<file path="src/rtl/serial_addsub_pkg.sv">
// Shared definitions for the bit-serial add/subtract/compare engine.
// Provides the operation mode codes and the controller state encoding.
package serial_addsub_pkg;

  localparam logic [1:0] MODE_ADD = 2'b00;
  localparam logic [1:0] MODE_SUB = 2'b01;
  localparam logic [1:0] MODE_CMP = 2'b10;
  localparam logic [1:0] MODE_ADC = 2'b11;

  typedef enum logic [1:0] {
    IDLE = 2'd0,
    RUN  = 2'd1,
    DONE = 2'd2
  } state_t;

endpackage

</file>
<file path="src/rtl/serial_addsub_fa.sv">
// 1-bit full adder cell.
// Ports: i_A, i_B, i_CIN - addend bits and carry in
//        o_S, o_COUT     - sum bit and carry out
module serial_addsub_fa (
  input  logic i_A,
  input  logic i_B,
  input  logic i_CIN,
  output logic o_S,
  output logic o_COUT
);

  assign o_S    = i_A ^ i_B ^ i_CIN;
  assign o_COUT = (i_A & i_B) | (i_CIN & (i_A ^ i_B));

endmodule

</file>
<file path="src/rtl/serial_addsub.sv">
// Bit-serial add/subtract/compare engine. Operands are latched on an accepted
// start and processed LSB-first through one full-adder cell with a registered
// carry; the parallel result and carry/zero flags are presented on completion.
// Ports: i_CLK, i_RST (async, active-high), i_CEN clock enable,
//        i_START, i_MODE (ADD/SUB/CMP/ADC), i_CIN, i_A, i_B operands;
//        o_BUSY, o_DONE status; o_SBIT/o_SVALID serial sum stream;
//        o_S result, o_COUT final carry (no-borrow for SUB/CMP), o_ZERO.
module serial_addsub
  import serial_addsub_pkg::*;
#(
  parameter int unsigned WIDTH = 16
) (
  input  logic             i_CLK,
  input  logic             i_RST,
  input  logic             i_CEN,
  input  logic             i_START,
  input  logic [1:0]       i_MODE,
  input  logic             i_CIN,
  input  logic [WIDTH-1:0] i_A,
  input  logic [WIDTH-1:0] i_B,
  output logic             o_BUSY,
  output logic             o_DONE,
  output logic             o_SBIT,
  output logic             o_SVALID,
  output logic [WIDTH-1:0] o_S,
  output logic             o_COUT,
  output logic             o_ZERO
);

  localparam int unsigned CNT_W = $clog2(WIDTH);
  localparam logic [CNT_W-1:0] CNT_LAST = CNT_W'(WIDTH - 1);

  state_t             state;
  state_t             state_nx;
  logic               start_acc;
  logic               step;
  logic               last_step;

  logic [CNT_W-1:0]   cnt;
  logic [WIDTH-1:0]   a_q;
  logic [WIDTH-1:0]   b_q;
  logic [WIDTH-1:0]   sr_q;
  logic [1:0]         mode_q;
  logic               carry_q;
  logic               zacc_q;
  logic [WIDTH-1:0]   s_q;
  logic               cout_q;
  logic               zero_q;

  logic               cell_s;
  logic               cell_cout;
  logic               is_sub;

  // Single arithmetic cell shared by every bit step
  serial_addsub_fa u_fa (
    .i_A   (a_q[0]),
    .i_B   (b_q[0]),
    .i_CIN (carry_q),
    .o_S   (cell_s),
    .o_COUT(cell_cout)
  );

  assign is_sub = (i_MODE == MODE_SUB) || (i_MODE == MODE_CMP);

  // State register
  always_ff @(posedge i_CLK or posedge i_RST) begin
    if (i_RST) state <= IDLE;
    else       state <= state_nx;
  end

  // Next-state and step control; nothing advances without i_CEN
  always_comb begin
    state_nx  = state;
    start_acc = 1'b0;
    step      = 1'b0;
    last_step = 1'b0;
    if (i_CEN) begin
      case (state)
        IDLE: begin
          if (i_START) begin
            start_acc = 1'b1;
            state_nx  = RUN;
          end
        end
        RUN: begin
          step = 1'b1;
          if (cnt == CNT_LAST) begin
            last_step = 1'b1;
            state_nx  = DONE;
          end
        end
        DONE: begin
          // A start here chains straight into the next operation
          if (i_START) begin
            start_acc = 1'b1;
            state_nx  = RUN;
          end else begin
            state_nx = IDLE;
          end
        end
        default: state_nx = IDLE;
      endcase
    end
  end

  // Operand/result shifters, counter and flag registers
  always_ff @(posedge i_CLK or posedge i_RST) begin
    if (i_RST) begin
      cnt     <= '0;
      a_q     <= '0;
      b_q     <= '0;
      sr_q    <= '0;
      mode_q  <= MODE_ADD;
      carry_q <= 1'b0;
      zacc_q  <= 1'b0;
      s_q     <= '0;
      cout_q  <= 1'b0;
      zero_q  <= 1'b0;
    end else if (start_acc) begin
      a_q     <= i_A;
      b_q     <= is_sub ? ~i_B : i_B;
      mode_q  <= i_MODE;
      // Subtraction is A + ~B + 1; ADC injects the external carry
      carry_q <= is_sub ? 1'b1 : ((i_MODE == MODE_ADC) ? i_CIN : 1'b0);
      cnt     <= '0;
      zacc_q  <= 1'b1;
    end else if (step) begin
      a_q     <= a_q >> 1;
      b_q     <= b_q >> 1;
      sr_q    <= {cell_s, sr_q[WIDTH-1:1]};
      carry_q <= cell_cout;
      zacc_q  <= zacc_q & ~cell_s;
      cnt     <= cnt + CNT_W'(1);
      if (last_step) begin
        cout_q <= cell_cout;
        zero_q <= zacc_q & ~cell_s;
        if (mode_q != MODE_CMP) s_q <= {cell_s, sr_q[WIDTH-1:1]};
      end
    end
  end

  assign o_BUSY   = (state == RUN);
  assign o_SVALID = (state == RUN);
  assign o_DONE   = (state == DONE);
  assign o_SBIT   = cell_s;
  assign o_S      = s_q;
  assign o_COUT   = cout_q;
  assign o_ZERO   = zero_q;

endmodule

</file>
<file path="config.mk">
export PLATFORM = sky130hd
export DESIGN_NAME = serial_addsub
export DESIGN_NICKNAME = d
export VERILOG_FILES = /design/src/rtl/serial_addsub_pkg.sv /design/src/rtl/serial_addsub_fa.sv /design/src/rtl/serial_addsub.sv
export SDC_FILE = /design/constraint.sdc
export NUM_CORES = 1
export LEC_CHECK = 0
export CORE_MARGIN = 4
export CORE_UTILIZATION = 45
export CTS_CLUSTER_DIAMETER = 100
export DETAILED_ROUTE_END_ITERATION = 10
export PLACE_DENSITY = 0.71
export SLEW_MARGIN = 20
export SYNTH_ARGS = -nofsm -noshare
export SYNTH_HDL_FRONTEND = slang
export SYNTH_SLANG_ARGS = --single-unit
</file>
<file path="constraint.sdc">
create_clock -name i_CLK -period 3.5 [get_ports i_CLK]
set_input_delay 0.875 -clock i_CLK [delete_from_list [all_inputs] [get_ports i_CLK]]
set_output_delay 0.875 -clock i_CLK [all_outputs]
set_load 0.005 [all_outputs]
</file>
After elaboration in Yosys (flattened, before gate mapping)
Cells that the tools add are included.

Output and inout bits: 22. Bits of input ports: 39. Flip-flop bits (word level): 76. Logic and storage cells: 63.

Bitwise logic cells: 9. Muxes and demuxes: 25. Reduce and logical (&&, ||, !) cells: 8. Equality and inequality tests: 9. Add/subtract/negate cells: 1.

Operators with widths (count): $mux W16 (5); $not A16 Y16 (1); $mux W1 (15); $mux W4 (2); $eq A2 B2 Y1 const B (3); $pmux W2 S3 (1); $reduce_and A3 Y1 (2); $add A4 B1 Y4 const B (1); $eq A2 B1 Y1 const B (2); $eq A4 B4 Y1 const B (1); $mux W2 (2); $ne A2 B2 Y1 const B (2); $reduce_and A4 Y1 (1); $and A1 B1 Y1 (3); $logic_not A2 Y1 (1); $ne A2 B1 Y1 const B (1); $not A1 Y1 (2); $reduce_and A2 Y1 (1); $reduce_bool A2 Y1 (1); $reduce_or A2 Y1 (1); $xor A1 B1 Y1 (2); $logic_or A1 B1 Y1 (1); $or A1 B1 Y1 (1).

Logic depth before layout (Yosys ltp)
Depth after elaboration: 6. Depth in mapped cells: 6. Gate-level depth less buffers: 4.

By module
A second synthesis with hierarchy kept.

Cells, all modules: 279. Area, all modules: 3263.1 um^2.

By module, submodules not included: serial_addsub (cells each 278, instances 1, area an instance 3243.1 um^2, sequential area each 1876.8 um^2); serial_addsub_fa (cells each 1, instances 1, area an instance 20.0 um^2, sequential area each 0.0 um^2).

Worst setup path after synthesis
No wires, ideal clock.

Kind: in2reg. Start: input i_CEN. End: register s_q[0], in the netlist o_S[0]. Setup slack: 1510 ps. Arrival time: 1865 ps. Setup time: 125 ps. Data required time: 3375 ps. Buffers on the path: 1. Stages: 4. Cell sequence: nand3b_2 nor3_4 buf_6 mux2_2.

Longest elaborated chain between the ends: 3. Elaborated cells between the ends (all ways): 5. Those cells by class: mux: 3; bitwise: 1; reduce/logical: 1.

RTL lines: from (decl) (line serial_addsub.sv:15) `input logic i_CEN,`; $mux W1 (line serial_addsub.sv:77) `if (i_CEN) begin`; $not A1 Y1 (no source line); $reduce_and A4 Y1 (no source line) *; to (signal assigned) (line serial_addsub.sv:137) `if (mode_q != MODE_CMP) s_q <= {cell_s, sr_q[WIDTH-1:1]};`; to (decl) (line serial_addsub.sv:46) `logic [WIDTH-1:0] s_q;`.

Mark *: on every way between the ends. The rest lies on a longest branch, timed or not. A chain may end at the register's enable or synchronous reset.

Worst setup path in the final report
Start: register carry_q. End: output o_SBIT.

Longest elaborated chain between the ends: 1.

RTL lines: from (decl) (line serial_addsub.sv:44) `logic carry_q;`; from (signal assigned) (line serial_addsub.sv:124) `carry_q <= is_sub ? 1'b1 : ((i_MODE == MODE_ADC) ? i_CIN : 1'b0);`; from (signal assigned) (line serial_addsub.sv:131) `carry_q <= cell_cout;`; $xor A1 B1 Y1 (line serial_addsub_fa.sv:12) `assign o_S = i_A ^ i_B ^ i_CIN;`; to (decl) (line serial_addsub.sv:23) `output logic o_SBIT,`.

No other way between the ends.

==> results.py <==
metrics = {
    "final_layout": {
        "syn_to_final_growth_pct": 26.68,
        "finalNetCount": 410,
        "antenna_cells": 0,
        "fin_cells": 468,
        "layout_common_cells": "76 x nand2_1, 75 x dfrtp_1, 60 x clkdlybuf4s50_1, 25 x a22oi_1, 20 x a21oi_1",
        "drive_gt1_share_pct": 11.56,
        "layout.cells.most_common": "nand2_1",
    },
    "critical_path": {
        "critPathTopFamily": "adder cells",
        "crit_arrival_ns": 1.90,
        "crit_fanout": 4,
        "slowest_stage": "fa_1",
        "path_buf_inv": 1,
        "r2r_slack_ns": 1.70,
        "crit_chain": "fa_1 > clkdlybuf4s50_1",
        "crit_path_end_kind": "output pin",
        "cp_data_required_time_ns": 2.62,
        "criticalPathCategory": "reg2out",
        "cp-start-kind": "flop",
        "slowest_delay_ns": 0.63,
    },
    "synth": {
        "synthMuxAreaShare_pct": 6.164,
        "ys_types": 32,
        "postSynthAreaPerCell_um2": 10.51,
        "yosysSeqAreaShare_pct": 57.43,
        "yosys_register_bits": 75,
        "synthXorXnorAreaFrac_pct": 4.556,
        "synth_nets": 353,
        "synthCells": 311,
        "syn_area_um2": 3268,
        "synth_compound_gate_area_share_pct": 12.02,
        "synth-warning-count": 0,
        "synthSimpleGateAreaFrac_pct": 14.55,
        "synth_fa_ha_area_share_pct": 1.378,
        "synth_top_family_by_area": "simple AND/OR/NAND/NOR gates",
    },
    "cts": {
        "htreeDepth": 3,
        "numCtsBuffers": 9,
        "post-cts-setup-buffers": 0,
        "cts_root_buf": "clkbuf_8",
        "clk_pin_slew_ns": 0.07,
        "clock_sinks": 75,
        "cts_hold_buf": 0,
        "ctsResizeCount": 0,
        "clk_path_buf_depth": 2,
        "cts_tree": "yes",
        "clk_latency_ns": 0.34,
    },
    "routing": {
        "vias_per_cell": 5.113,
        "num_vias": 2393,
        "drt_iter0_drc": 153,
        "drt_wl_total_mm": 6.518,
        "dr.pass1.iters": 4,
        "remaining_drc_errors": 0,
        "wl_per_cell_um": 13.93,
        "ant_nets": 0,
    },
    "grt": {
        "grt_overflow_total": 0,
        "grt_antenna_before_repair": 0,
        "grt_pass1_vias": 2392,
        "grt_max_degree": 53,
        "grt_pass1_wl_mm": 11.26,
        "track_usage_pct": 16.20,
    },
    "power_and_ir_drop": {
        "p_sw_share_pct": 30.40,
        "p_sw_w": 0.0008792,
        "p_clk_share_pct": 22.7,
        "power.leakage_nw": 1.931,
        "seq_power_share_pct": 47.3,
        "intPower_w": 0.002013,
        "irDropWorstVdd_mv": 0.2708,
        "pwr-share-comb_pct": 30.0,
        "p_per_area_nw_per_um2": 698.6,
    },
    "placement": {
        "placedCellCount": 453,
        "portBuffers": 60,
        "place.gp.congestion": 0.7474,
        "dpl.hpwl_mm": 4.564,
    },
    "floorplanning": {
        "start_util_pct": 47.32,
        "die_h_um": 93.22,
        "pin_count": 61,
        "row_count": 30,
        "die_area_um2": 8690,
        "placeableCoreArea_um2": 6907,
        "die_w_um": 93.22,
    },
    "sta": {
        "fin_crit_ns": 2.778,
        "fmax_mhz": 360.0,
        "finClkSkew_ns": 0.006306,
        "fin_hold_ws_ns": 0.4841,
        "hold_viol": 0,
        "slew_headroom_pct": 46.81,
        "rsz0062_at_grt": "false",
        "finalCritPeriodShare_pct": 79.37,
        "slew_violations": 0,
        "final.setup.tns_ns": 0,
        "setup_violations": 0,
        "worst_slew_pin_slew_ns": 0.7954,
    },
    "hold_path": {
        "hp-class": "reg2reg",
    },
    "status": {
        "status": "finished, final reports clean",
    },
    "run": {
        "max_cap_viol_count": 0,
    },
}
==> final timing paths <==
kind / startpoint / end / cells after the start
min: cnt[3] / cnt[3] / 1
min reg2reg: cnt[3] / cnt[3] / 1
max: carry_q / o_SBIT / 2
min in group asynchronous: i_RST / cnt[2] / 2
max reg2reg: state[0] / b_q[5] / 4
max in group asynchronous: i_RST / sr_q[12] / 3
==> kinds of logic (layout without fill, tap and decap cells) <==
kind of cell               after synthesis  count (layout)
buffers and inverters                   28              89
adders and majority gates                3               3
DFF                                     75              75
xor gates and xnor gates                17              17
AOI/OAI and AO/OA                       60              60
muxes                                   18              18
and+or+nand+nor                        110             110
==> power groups by stage <==
stage                     sequential (W)  clock, W  combinational (W)
after global placement           0.00137         0           0.000857
after detailed placement         0.00139         0           0.000880
final                            0.00137  0.000658           0.000867
after CTS                        0.00137  0.000668           0.000883
after floorplan                  0.00134         0           0.000554
after global routing             0.00141  0.000711           0.000981
==> through the flow <==
stage | area (um2) | util (%) | setup slack (ns) | total power [W]
finish | 4140 | 59.95 | 0.7220 | 0.002892
global route | 4140 | 59.95 | 0.6562 | 0.003104
CTS | 4140 | 59.95 | 0.7048 | 0.002921
detailed placement | 3946 | 57.14 | 0.7108 | 0.002266
global placement | 3946 | 57.14 | 0.7837 | 0.002230
floorplan | 3268 | - | 0.7150 | 0.001895
==> routing by layer <==
metal,track usage (%),part of all wire (%)
met5,0,0
met2,25.37,48
met1,22.04,46
met4,6.349,1.2
met3,3.459,4.7
==> synth_stat cells <==
master	count	area [um2]
nand2_1	76	285.3
dfrtp_1	75	1877
a22oi_1	25	187.7
a21oi_1	20	100.1
mux2_2	17	191.4
xnor2_1	16	140.1
nand3_1	11	55.05
nor2_1	10	37.54
buf_2	9	45.04
clkbuf_1	9	33.78
inv_1	6	22.52
o22ai_1	5	31.28
nor3_1	4	20.02
o21ai_0	4	20.02
a221o_1	2	20.02
a22o_1	2	17.52
and3b_1	2	17.52
buf_1	2	7.510
ha_1	2	25.02
nor2b_1	2	12.51
a21o_1	1	7.510
buf_4	1	7.510
buf_6	1	11.26
fa_1	1	20.02
mux2i_1	1	10.01
nand3b_1	1	7.510
nand3b_2	1	11.26
nand4_1	1	6.260
nor3_4	1	16.27
o41ai_1	1	8.760
or3_1	1	6.260
xor2_1	1	8.760
==> worst register-to-register path, cell delays in order (launching register included) <==
cell and delay [ns]:
dfrtp_1 0.44, and3b_2 0.65, buf_4 0.37, a21oi_1 0.08, a22oi_1 0.19
==> layout make-up <==
type | instances | area [um2]
Inverter | 6 | 22.52
Sequential cell | 75 | 1877
Fill cell | 623 | 2766
Timing Repair Buffer | 68 | 660.6
Clock buffer | 13 | 158.9
Multi-Input combinational cell | 208 | 1266
Tap cell | 96 | 120.1
Clock inverter | 2 | 35.03
==> registers in the layout (all words and copies together), names as in the netlist <==
register	cells
carry_q	1
zacc_q	1
o_COUT	1
mode_q	2
a_q	16
b_q	16
sr_q	15
state	2
o_ZERO	1
o_S	16
cnt	4
Note: power is estimated with default switching activity, not from simulation.
